===== src/rtl/regfile_sb.sv =====
// regfile_sb: integer register file with two combinational read ports, one write port,
// optional writeback bypass and a per-register busy scoreboard for decode hazards.
module regfile_sb #(
    parameter int DATA_WIDTH = 32,
    parameter int ADDR_WIDTH = 5,
    parameter int BYPASS     = 1,
    parameter int ZERO_REG   = 1
) (
    input  logic                  clk,
    input  logic                  rst,
    input  logic [ADDR_WIDTH-1:0] a1,
    input  logic [ADDR_WIDTH-1:0] a2,
    output logic [DATA_WIDTH-1:0] rout1,
    output logic [DATA_WIDTH-1:0] rout2,
    input  logic                  write_en,
    input  logic [ADDR_WIDTH-1:0] a3,
    input  logic [DATA_WIDTH-1:0] din,
    input  logic                  issue_en,
    input  logic [ADDR_WIDTH-1:0] issue_rd,
    output logic                  busy1,
    output logic                  busy2,
    output logic                  waw
);
    localparam int DEPTH = 1 << ADDR_WIDTH;

    logic [DATA_WIDTH-1:0] regs [DEPTH];
    logic [DEPTH-1:0]      busy;
    logic [DEPTH-1:0]      busy_next;
    logic                  wr_ok;
    logic                  iss_ok;
    logic                  zr1;
    logic                  zr2;
    logic                  byp1;
    logic                  byp2;

    assign wr_ok  = write_en && !(ZERO_REG != 0 && a3 == '0);
    assign iss_ok = issue_en && !(ZERO_REG != 0 && issue_rd == '0);

    // The issue is applied after the write clear so that a new producer wins over a retiring one.
    always_comb begin
        busy_next = busy;
        if (wr_ok)
            busy_next[a3] = 1'b0;
        if (iss_ok)
            busy_next[issue_rd] = 1'b1;
    end

    always_ff @(posedge clk or posedge rst) begin
        if (rst) begin
            for (int i = 0; i < DEPTH; i++)
                regs[i] <= '0;
            busy <= '0;
        end else begin
            if (wr_ok)
                regs[a3] <= din;
            busy <= busy_next;
        end
    end

    assign zr1  = ZERO_REG != 0 && a1 == '0;
    assign zr2  = ZERO_REG != 0 && a2 == '0;
    assign byp1 = BYPASS != 0 && write_en && !rst && a3 == a1;
    assign byp2 = BYPASS != 0 && write_en && !rst && a3 == a2;

    assign rout1 = zr1 ? '0 : byp1 ? din : regs[a1];
    assign rout2 = zr2 ? '0 : byp2 ? din : regs[a2];
    assign busy1 = !zr1 && !byp1 && busy[a1];
    assign busy2 = !zr2 && !byp2 && busy[a2];

    assign waw = issue_en && !rst && !(ZERO_REG != 0 && issue_rd == '0)
                 && busy[issue_rd] && !(write_en && a3 == issue_rd);
endmodule

===== config.mk =====
export PLATFORM = sky130hd
export DESIGN_NAME = regfile_sb
export DESIGN_NICKNAME = d
export VERILOG_FILES = /design/src/rtl/regfile_sb.sv
export SDC_FILE = /design/constraint.sdc
export NUM_CORES = 2
export LEC_CHECK = 0
export ABC_CLOCK_PERIOD_IN_PS = 62700
export CORE_UTILIZATION = 33
export CTS_CLUSTER_DIAMETER = 100
export DETAILED_ROUTE_END_ITERATION = 6
export SLEW_MARGIN = 20
export SYNTH_ARGS = -nofsm -noshare
export SYNTH_HDL_FRONTEND = slang
export SYNTH_SLANG_ARGS = --single-unit

===== constraint.sdc =====
create_clock -name clk -period 62.7 [get_ports clk]
set_input_delay 18.81 -clock clk [delete_from_list [all_inputs] [get_ports clk]]
set_output_delay 18.81 -clock clk [all_outputs]
set_load 0.005 [all_outputs]

# == Word-level counts from Yosys, hierarchy flattened ==
# Cells that the tools add are included.
# word_totals
input_bits,56
reg_bits,1056
out_inout_bits,67
elab_cells,106
# op_classes
order_cmp,10
eq_ne,3
n_bitwise,6
n_reduce_logical,29
muxes,25
# op_table
cell,n
$bwmux 1024,1
$mux 32,11
$bmux 32 s5,2
$demux 32 s5,1
$and 32x32->32,1
$not 32->32,1
$or 32x32->32,1
$lt 5x6->1 const B,4
$logic_not 5->1,4
$ge 6x6->1 const B,3
$not 5->6,3
$logic_and 1x1->1,17
$bmux 1 s5,3
$eq 5x5->1,3
$demux 1 s5,2
$ge 5x1->1 const B,2
$logic_not 1->1,8
$lt 6x1->1 const B,1
$mux 1,5

# == Longest topological paths before layout ==
# depth
ltp_word,9
mapped_depth,10
ltp_nobuf,5

# == Worst setup path before layout ==
# OpenSTA, ideal clock, no wires.
# synth_path
kind,input -> output
from,in rst
to,out waw
arrival_time_ns,42.048
setup_slack_ns,1.842
cell_stages,3
t_required_ns,43.890
path_cell_list,inv_1 > nand3_1 > a311oi_1
# synth_between
elab_chain_len,5
# synth_lines
element,line_no,source
from (decl),10,"input logic rst,"
$logic_not 1->1,70,assign waw = issue_en && !rst && !(ZERO_REG != 0 && issue_rd == '0)
$logic_and 1x1->1 (2 in a row),70,
$logic_and 1x1->1 (2 in a row),71,&& busy[issue_rd] && !(write_en && a3 == issue_rd);
to (decl),22,output logic waw
# Every way passes these cells.

# == Worst setup path after layout ==
# layout_path
from,in a1[0]
to,out rout1[21]
# layout_between
elab_chain_len,6
word_cells_on_any_way,9
cone_classes,eq/ne: 1; mux: 5; bitwise: 1; reduce/logical: 2
# layout_lines
element,line_no,source
from (decl),11,"input logic [ADDR_WIDTH-1:0] a1,"
$not 5->6 (not written as such),65,assign rout1 = zr1 ? '0 : byp1 ? din : regs[a1];
$bmux 32 s5,65,
$mux 32 (not written as such) (2 in a row),65,
$mux 32,65,
$mux 32 (*),65,
to (decl),13,"output logic [DATA_WIDTH-1:0] rout1,"
# Mark *: on every way between the ends. The rest lies on a longest branch, timed or not. The select of a mux whose other input is x is not followed.

==> results by group <==
Finish
  • NumNets Final: 3946
  • Final Instance Count excl. Fillers: 6306
  • Layout fillers: 16400
  • Area Overhead vs Synth: 12.6%
  • Share of cells above drive strength 1: 46.4%
  • Commonest non-fill, non-tap cell in the layout: dfrtp_1
  • Most frequent cells in the layout: 1056 x dfrtp_1, 1037 x mux2_2, 443 x mux4_2, 245 x mux2i_1, 121 x buf_4

Timing
  • Worst Tran Pin Value: 1.16 ns
  • Setup TNS: 0 ns
  • Final Setup Violations: 0
  • Final Cycle Share: 67.2%
  • Max-slew violation count: 0
  • Max-Slew Margin vs Limit: 22.7%
  • F_max: 0.0237 GHz
  • RSZ-0062 raised after global routing: no
  • Tmin final: roughly 42 ns
  • Worst setup margin: 20.56 ns
  • Clk_skew: 0 ns
  • Final Hold Viols: 0

Die
  • # rows: 153
  • Initial Utilization: 33.2%
  • Die Width: 420 um
  • Die H: ~420 um
  • Die ar.: approximately 0.18 mm2
  • IO Pins: 123
  • Core ar.: roughly 0.17 mm2

Clock tree
  • CTS Buffer Depth: 3
  • Reg clk slew, reported paths: 0.06 ns
  • H-Tree Depth: 3
  • Clk_lat worst skew: 0.75 ns
  • CTS Hold Bufs: 0
  • CTS tree: done
  • Clock Sinks: 1056
  • Resized Gates After CTS: 0
  • CTS Buf Count: 110
  • CTS root buffer: clkbuf_16
  • Setup Fix Bufs, Post-CTS: 0

GRT
  • Total global routing overflow: 0
  • First-pass GRT wire length: about 290000 um
  • Largest net degree at the start of global routing: 118
  • Total global-route track usage: 22.1%
  • Initial antenna violation count: 6
  • Vias in the first global route: 39000

Placed design
  • Post-DP HPWL: between 100000 and 150000 um
  • Placed cell count: 6103
  • IO Port Bufs: 122
  • Pre-CTS worst setup slack: between 20 and 25 ns
  • GPL Wtd Cong: 0.818

Drt
  • Drt pass-1 iters: 5
  • Total wire length: 195000 um
  • 1st-iter DRT viols: about 3500
  • Post-route DRC violation count: 0
  • Via density per instance: 5.99
  • WL/cell: between 30 and 40 um
  • Antenna viol nets, final: 0
  • Via count: 37700

Worst setup path
  • Req. time, crit path: 43.89 ns
  • Crit end category: output pin
  • Worst-path maximum fanout: 57
  • CP max-delay cell: buf_4
  • Crit start category: input port
  • Critical-path cell list: buf_8 > buf_4 > buf_4 > mux4_2 > mux2i_1 > a2111oi_0 > nor3_1 > nor3_1 > clkdlybuf4s50_1
  • Critical Path Max Stage Delay: 0.80 ns
  • Top delay family on crit path: buffers and inverters
  • CP arrival: roughly 23 ns
  • CP Buf/Inv Count: 4
  • Worst Path Class, Setup: in2out

Synth
  • Sequential-to-total area share from yosys stat: 45.8%
  • Cells after Synth: 3988
  • Post-synth EDFFs: 0
  • Most area-hungry cell type in the Yosys netlist: dfrtp_1
  • Syn. warnings: 0
  • Syn_nets: 4044
  • Post-synth top area share: approximately 46%
  • Yosys cell types: 59
  • Synth Cell Area: 0.0577 mm2
  • Prevailing post-synth register cell: dfrtp_1
  • FFs w/ async S/R, synth: 100%
  • Synth area leaders: dfrtp_1 46%, mux2_2 20%, mux4_2 17%
  • Post-Syn Area per Cell: 14.5 um2
  • Synth Register Bits: 1056

Status
  • Status: completed

Pwr
  • Comb pwr share: between 20% and 30%
  • Sequential power share: 43.8%
  • P_leak: 0.0275 uW
  • Peak supply drop: 21.7 uV
  • Clk pwr share: 35.4%
  • Net Switching: ~570 uW
  • Switch share: 27.5%
  • Internal power: 1500 uW
  • PD cells: 31.9 mW/mm2

Min path
  • Hold Crit Class: reg2reg

Flow run
  • Max cap viols: 0
-- power by group through the flow --
stage,logic (uW),clock network [uW],registers (uW)
5_1_grt,460,770,923
3_5_place_dp,430,0,914
2_1_floorplan,329,0,886
3_3_place_gp,423,0,907
6_report,431,734,906
4_1_cts,432,743,902
-- stage by stage --
stage / util (%) / total power [uW] / hold slack (ns) / cell area, um2
2_1_floorplan: - / 1210 / 0.441 / 57700
3_3_place_gp: 35.1 / 1330 / 0.377 / 60900
3_5_place_dp: 35.1 / 1340 / 0.382 / 61000
4_1_cts: 37.4 / 2080 / 0.397 / 65000
5_1_grt: 37.4 / 2150 / 0.412 / 65000
6_report: 37.4 / 2070 / 0.395 / 65000
-- routing by layer --
layer	wire [um]	GRT usage (%)	vias up
li1	-	-	15300
met1	77400	28.0	20500
met2	95700	36.9	1536
met3	11600	3.05	416
met4	10500	11.2	4
met5	27	0	-
-- logic make-up after synthesis --
kind of cell / count (synthesis) / synth area share, %
muxes: 1726 / 41.8
buffers and inverters: 463 / 3.67
and+or+nand+nor: 281 / 2.68
AOI/OAI and AO/OA: 447 / 5.84
DFF: 1056 / 45.8
xor gates and xnor gates: 15 / 0.228
-- area by class of cell --
class	instances	area (um2)	area share [%]
antenna	1	2.50	0.00385
timing repair buffer	247	2210	3.41
clock buffer	152	3050	4.69
sequential	1056	26400	40.7
clock inverter	50	947	1.46
inverter	6	30.0	0.0462
tap	2325	2910	4.48
multi-input combinational	2469	29400	45.3
-- path summary, 6_finish.rpt --
path	cells after the start	start	end	slack, ns
max	9	a1[0]	rout1[21]	20.56
min	0	regs[1005]	regs[1005]	0.39
max reg2reg	1	regs[353]	regs[353]	61.88
min reg2reg	0	regs[1005]	regs[1005]	0.39
max in group asynchronous	6	rst	regs[564]	40.36
min in group asynchronous	2	rst	regs[836]	18.70
-- Yosys cell counts (8+ instances only) --
cell type / instances
a221o_1: 46
a21oi_1: 52
mux2_2: 1037
a22o_1: 10
a221oi_1: 83
buf_4: 29
mux2i_1: 245
o21ai_0: 43
buf_6: 18
nand2b_1: 35
a21o_1: 15
mux4_2: 443
nor2b_1: 55
buf_1: 46
xnor2_1: 11
nor3b_1: 9
nor3_1: 36
buf_2: 111
nor2_1: 37
clkbuf_1: 253
o22ai_1: 23
nand2_1: 60
a22oi_1: 36
a211oi_1: 69
nand3b_1: 8
dfrtp_1: 1056
a2111oi_0: 21
o21bai_1: 13
-- sequential cells by signal (all words and copies together) (netlist names) --
| signal | cells |
|---|---|
| regs | 1024 |
| busy | 32 |
No activity file was read; power rests on OpenSTA's default activity.
